--- src/rtl/prog_timer_multi.sv ---
`default_nettype none
// ============================================================================
// Module      : prog_timer_multi
// Description : Multi-channel programmable down-counter timer. All channels
//               share one free-running prescaler that advances on a base-rate
//               strobe. Each channel selects its own tick source: an external
//               pin, a prescaler tap, or the underflow of the previous channel
//               (cascade). Each channel supports auto-reload or one-shot mode,
//               a sticky expiry flag and a one-cycle underflow pulse.
// Ports       :
//   clk          - system clock
//   reset_n      - asynchronous active-low reset
//   timebase_en  - base-rate strobe, advances the shared prescaler
//   ext_in       - external tick pins, one per channel (already synchronised)
//   enable       - per-channel count enable (level)
//   load         - per-channel load strobe, loads counter and arms channel
//   one_shot     - per-channel mode, 1 = stop after expiry, 0 = auto-reload
//   clock_sel    - per-channel source select, SEL_W bits per channel
//   reload_value - per-channel reload value, WIDTH bits per channel
//   clear_flag   - per-channel strobe clearing the sticky flag
//   count        - current counter values, WIDTH bits per channel
//   flags        - sticky expiry flags
//   underflow    - one-cycle pulse in the cycle after an expiry
//   running      - channel armed
// Revision    : 1.0 - initial release
// ============================================================================
module prog_timer_multi #(
  parameter  int CHANNELS      = 2,
  parameter  int WIDTH         = 8,
  parameter  int PRESCALE_BITS = 5,
  localparam int SEL_W         = $clog2(PRESCALE_BITS + 2)
) (
  input  logic                      clk,
  input  logic                      reset_n,
  input  logic                      timebase_en,
  input  logic [CHANNELS-1:0]       ext_in,
  input  logic [CHANNELS-1:0]       enable,
  input  logic [CHANNELS-1:0]       load,
  input  logic [CHANNELS-1:0]       one_shot,
  input  logic [CHANNELS*SEL_W-1:0] clock_sel,
  input  logic [CHANNELS*WIDTH-1:0] reload_value,
  input  logic [CHANNELS-1:0]       clear_flag,
  output logic [CHANNELS*WIDTH-1:0] count,
  output logic [CHANNELS-1:0]       flags,
  output logic [CHANNELS-1:0]       underflow,
  output logic [CHANNELS-1:0]       running
);

  localparam logic [SEL_W-1:0] c_SEL_CASCADE = SEL_W'(PRESCALE_BITS + 1);

  logic [PRESCALE_BITS-1:0] prescaler_q;
  logic [CHANNELS-1:0]      underflow_q;

  // Shared prescaler; free-running, independent of channel enables.
  always_ff @(posedge clk or negedge reset_n) begin
    if (!reset_n) begin
      prescaler_q <= '0;
    end else if (timebase_en) begin
      prescaler_q <= prescaler_q + 1'b1;
    end
  end

  for (genvar i = 0; i < CHANNELS; i++) begin : g_ch
    logic [SEL_W-1:0] sel_w;
    logic [WIDTH-1:0] reload_w;
    logic [WIDTH-1:0] reload_eff_w;
    logic             src_w;
    logic             cascade_w;
    logic             tick_w;
    logic             expire_w;

    logic [WIDTH-1:0] count_q, count_d;
    logic             hist_q;
    logic             flag_q, flag_d;
    logic             run_q, run_d;

    assign sel_w    = clock_sel[i*SEL_W +: SEL_W];
    assign reload_w = reload_value[i*WIDTH +: WIDTH];

    // A reload value of zero would never expire; treat it as the full range.
    assign reload_eff_w = (reload_w == '0) ? '1 : reload_w;

    // Edge-detected source: pin for sel 0, prescaler tap k for sel k.
    // Cascade and out-of-range selects feed a constant 0 into the history.
    always_comb begin
      src_w = 1'b0;
      if (sel_w == '0) begin
        src_w = ext_in[i];
      end
      for (int k = 0; k < PRESCALE_BITS; k++) begin
        if (sel_w == SEL_W'(k + 1)) begin
          src_w = prescaler_q[k];
        end
      end
    end

    if (i == 0) begin : g_first
      assign cascade_w = 1'b0;
    end else begin : g_chain
      assign cascade_w = underflow_q[i-1];
    end

    // History keeps sampling while disabled so re-enabling sees no stale edge.
    assign tick_w = (sel_w == c_SEL_CASCADE) ? cascade_w : (hist_q & ~src_w);

    assign expire_w = !load[i] && enable[i] && run_q && tick_w &&
                      (count_q <= WIDTH'(1));

    always_comb begin
      count_d = count_q;
      run_d   = run_q;
      if (load[i]) begin
        count_d = reload_eff_w;
        run_d   = 1'b1;
      end else if (expire_w) begin
        if (one_shot[i]) begin
          count_d = '0;
          run_d   = 1'b0;
        end else begin
          count_d = reload_eff_w;
        end
      end else if (enable[i] && run_q && tick_w) begin
        count_d = count_q - 1'b1;
      end
      // Set dominates clear when both happen together.
      flag_d = expire_w ? 1'b1 : (clear_flag[i] ? 1'b0 : flag_q);
    end

    always_ff @(posedge clk or negedge reset_n) begin
      if (!reset_n) begin
        count_q        <= '1;
        hist_q         <= 1'b0;
        flag_q         <= 1'b0;
        run_q          <= 1'b1;
        underflow_q[i] <= 1'b0;
      end else begin
        count_q        <= count_d;
        hist_q         <= src_w;
        flag_q         <= flag_d;
        run_q          <= run_d;
        underflow_q[i] <= expire_w;
      end
    end

    assign count[i*WIDTH +: WIDTH] = count_q;
    assign flags[i]                = flag_q;
    assign running[i]              = run_q;
  end

  assign underflow = underflow_q;

endmodule
`default_nettype wire

--- config.mk ---
export PLATFORM = sky130hd
export DESIGN_NAME = prog_timer_multi
export DESIGN_NICKNAME = d
export VERILOG_FILES = /design/src/rtl/prog_timer_multi.sv
export SDC_FILE = /design/constraint.sdc
export NUM_CORES = 1
export LEC_CHECK = 0
export CORE_UTILIZATION = 50
export DETAILED_ROUTE_END_ITERATION = 12
export PLACE_DENSITY = 0.94
export SLEW_MARGIN = 20
export SYNTH_ARGS = -nofsm -noshare
export SYNTH_HDL_FRONTEND = slang
export SYNTH_SLANG_ARGS = --single-unit
--- constraint.sdc ---
create_clock -name clk -period 4.9 [get_ports clk]
set_input_delay 0.98 -clock clk [delete_from_list [all_inputs] [get_ports clk]]
set_output_delay 0.98 -clock clk [all_outputs]
set_load 0.05 [all_outputs]
==> impl_metrics.json <==
{
  "wire_per_inst_um": 16.00,
  "ir_worst_vdd_v": 0.0002268,
  "hp-class": "register to register",
  "startpoint_type": "primary input",
  "fillers": 286,
  "yosysSeqAreaShare_pct": 37.31,
  "grt_max_degree": 30,
  "clk_pin_slew_ns": 0.06,
  "die_x_um": 65.34,
  "ys_seq_elements": 29,
  "cp_num_buf_inv": 1,
  "final-setup-viol-count": 0,
  "leakagePower_nw": 1.006,
  "ios": 57,
  "critical_path.top_delay_family": "simple AND/OR/NAND/NOR gates",
  "cts-buffers-inserted": 5,
  "cpMaxStageDelayCell": "nor3_2",
  "synth_top_area_cell": "dfstp_2",
  "grt_pass1_wl_um": 8493,
  "vias": 2028,
  "cts_root_buffer": "clkbuf_8",
  "yosys.area.top_type_share_pct": 23.58,
  "wl_um": 5200,
  "avgSynthCellArea_um2": 9.035,
  "grt_overflow_total": 0,
  "max_cap_violations": 0,
  "synthFlopType": "dfstp_2",
  "status": "finished clean",
  "area_growth_pct": 32.94,
  "cts_sinks": 29,
  "grt_setup_unrepaired": "no",
  "critical_path_class": "primary input to register",
  "min_period_over_period_pct": 65.94,
  "postSynthCellCount": 222,
  "antenna_found_initial": 0,
  "layout-drive-gt1-share_pct": 14.08,
  "cts_setup_buffers": 0,
  "track_usage_pct": 26.35,
  "synth_fp_nets": 262,
  "power.total_w": 0.0008821,
  "row_count": 22,
  "hold_viol": 0,
  "critPathMaxStageDelay_ns": 0.74,
  "crit_fanout": 16,
  "gp_congestion": 0.9200,
  "port_buffers": 56,
  "drt_iter0_markers": 204,
  "seqCellArea_um2": 748.2,
  "hpwl_um": 3886,
  "period_needed_ns": 3.231,
  "skew_ns": 0.005567,
  "cts_hold_buf": 0,
  "finalNetCount": 316,
  "initial_core_util_pct": 53.58,
  "die_area_um2": 4269,
  "power_density_nw_per_um2": 330.8,
  "critPathCaptureType": "register",
  "crit_chain": "clkdlybuf4s50_1 -> mux4_2 -> and2_1 -> nor3_2 -> a21oi_1 -> a211o_1",
  "synth-edff-count": 0,
  "slew_headroom_pct": 40.49,
  "finalSetupTns_ns": 0,
  "yosysWarnings": 0,
  "vias_per_cell": 6.240,
  "tightest_slew_ns": 0.8878,
  "n_antenna_cell": 0,
  "syn-cell-area_um2": 2006,
  "max_clock_freq_mhz": 309.5,
  "stdcell_area_um2": 2666,
  "placed_area_um2": 2580,
  "required_ns": 5.11,
  "synthTopCellsByArea": "dfstp_2 24%, dfrtp_1 14%, nor2_1 5.8%",
  "cts.path.max_buffers": 2,
  "first_pass_iters": 4,
  "final_cell_mix": "56 x clkdlybuf4s50_1, 31 x nor2_1, 18 x dfstp_2",
  "ant_nets": 0,
  "final_common_cell": "clkdlybuf4s50_1",
  "ys_types": 57,
  "cts_tree": "yes",
  "clk_latency_ns": 0.28,
  "multiInputGateArea_um2": 1161,
  "drc": 0,
  "async_flop_share_pct": 100.0,
  "cts_max_level": 2,
  "crit_arrival_ns": 3.44,
  "grt_pass1_vias": 1844,
  "core-area_um2": 3744,
  "maxSlewViolCount": 0,
  "cts_resized": 0,
  "fp.dieH_um": 65.34
}
## worst reg2reg max path, stage by stage (launching register included)
cell	delay, ns
dfrtp_1	0.43
mux4_2	0.49
and2_1	0.22
nor3_2	0.74
a21oi_1	0.16
a211o_1	0.29
## flip-flops by register name (all words and copies together), names as in the netlist
signal,count
g_ch.cascade_w,1
g_ch.count_q,16
g_ch.flag_q,2
g_ch.hist_q,2
g_ch.run_q,2
prescaler_q,5
underflow,1
## where the power goes
| part | switching (W) | leakage, nW | internal (W) |
|---|---|---|---|
| logic | 0.000186 | 0.638 | 0.000144 |
| clock network | 0.0000869 | 0.0395 | 0.000101 |
| registers | 0.0000663 | 0.329 | 0.000298 |
| total | 0.000339 | 1.01 | 0.000543 |
## metal layers
| metal | GRT usage (%) | part of all wire (%) |
|---|---|---|
| met4 | 12.77 | 1.3 |
| met2 | 40.34 | 48 |
| met1 | 35.14 | 42 |
| met3 | 5.729 | 8.2 |
| met5 | 0 | 0 |
## cell usage after synthesis, types with 4 or more instances
cell type	n
nor2_1	31
dfstp_2	18
dfrtp_1	11
inv_1	10
nor3_1	10
nand2_1	9
nand4_1	9
nor4_1	8
o22ai_1	7
mux2i_1	6
a21oi_1	5
buf_4	5
clkbuf_1	5
ha_1	5
nand2b_1	5
nand3_1	5
o221ai_1	5
o31ai_1	4
or4_1	4
## area by class of cell
type / count / share of cell area, %
clock buffers: 8 / 3.003
inverters: 11 / 1.549
multi-input cells: 171 / 43.55
flip-flops and latches: 29 / 28.06
well taps: 48 / 2.252
repair buffers: 58 / 21.59
## worst paths after layout
path                                 from                  to  slack [ns]  depth (start not counted)
hold reg to reg            g_ch[1].flag_q      g_ch[1].flag_q        0.48                          1
min in group asynchronous         reset_n      g_ch[1].hist_q        1.09                          2
setup / recovery             clock_sel[2]  g_ch[0].count_q[2]        1.67                          6
hold / removal             g_ch[1].flag_q      g_ch[1].flag_q        0.48                          1
max in group asynchronous         reset_n  g_ch[1].count_q[1]        3.49                          2
setup reg to reg           prescaler_q[0]  g_ch[0].count_q[2]        2.50                          5
## logic make-up after synthesis
| family | Yosys count | synth area share [%] |
|---|---|---|
| flip-flops | 29 | 37.30 |
| XOR/XNOR | 6 | 2.621 |
| multiplexers | 8 | 4.679 |
| buffers and inverters | 22 | 5.115 |
| adder cells (fa/ha/maj) | 5 | 3.119 |
| AO/OA/AOI/OAI | 48 | 18.72 |
| AND/OR/NAND/NOR | 104 | 28.45 |
## through the flow
step / instances / hold WS [ns] / utilization, % / worst slack (ns)
after floorplan: 222 / 0.4549 / - / 2.337
after global placement: 317 / 0.4629 / 68.92 / 1.452
after detailed placement: 317 / 0.4705 / 68.92 / 1.405
after CTS: 325 / 0.4836 / 71.06 / 1.715
after global routing: 325 / 0.5032 / 71.22 / 1.500
final: 325 / 0.4825 / 71.22 / 1.669
No activity file was read; power rests on OpenSTA's default activity.
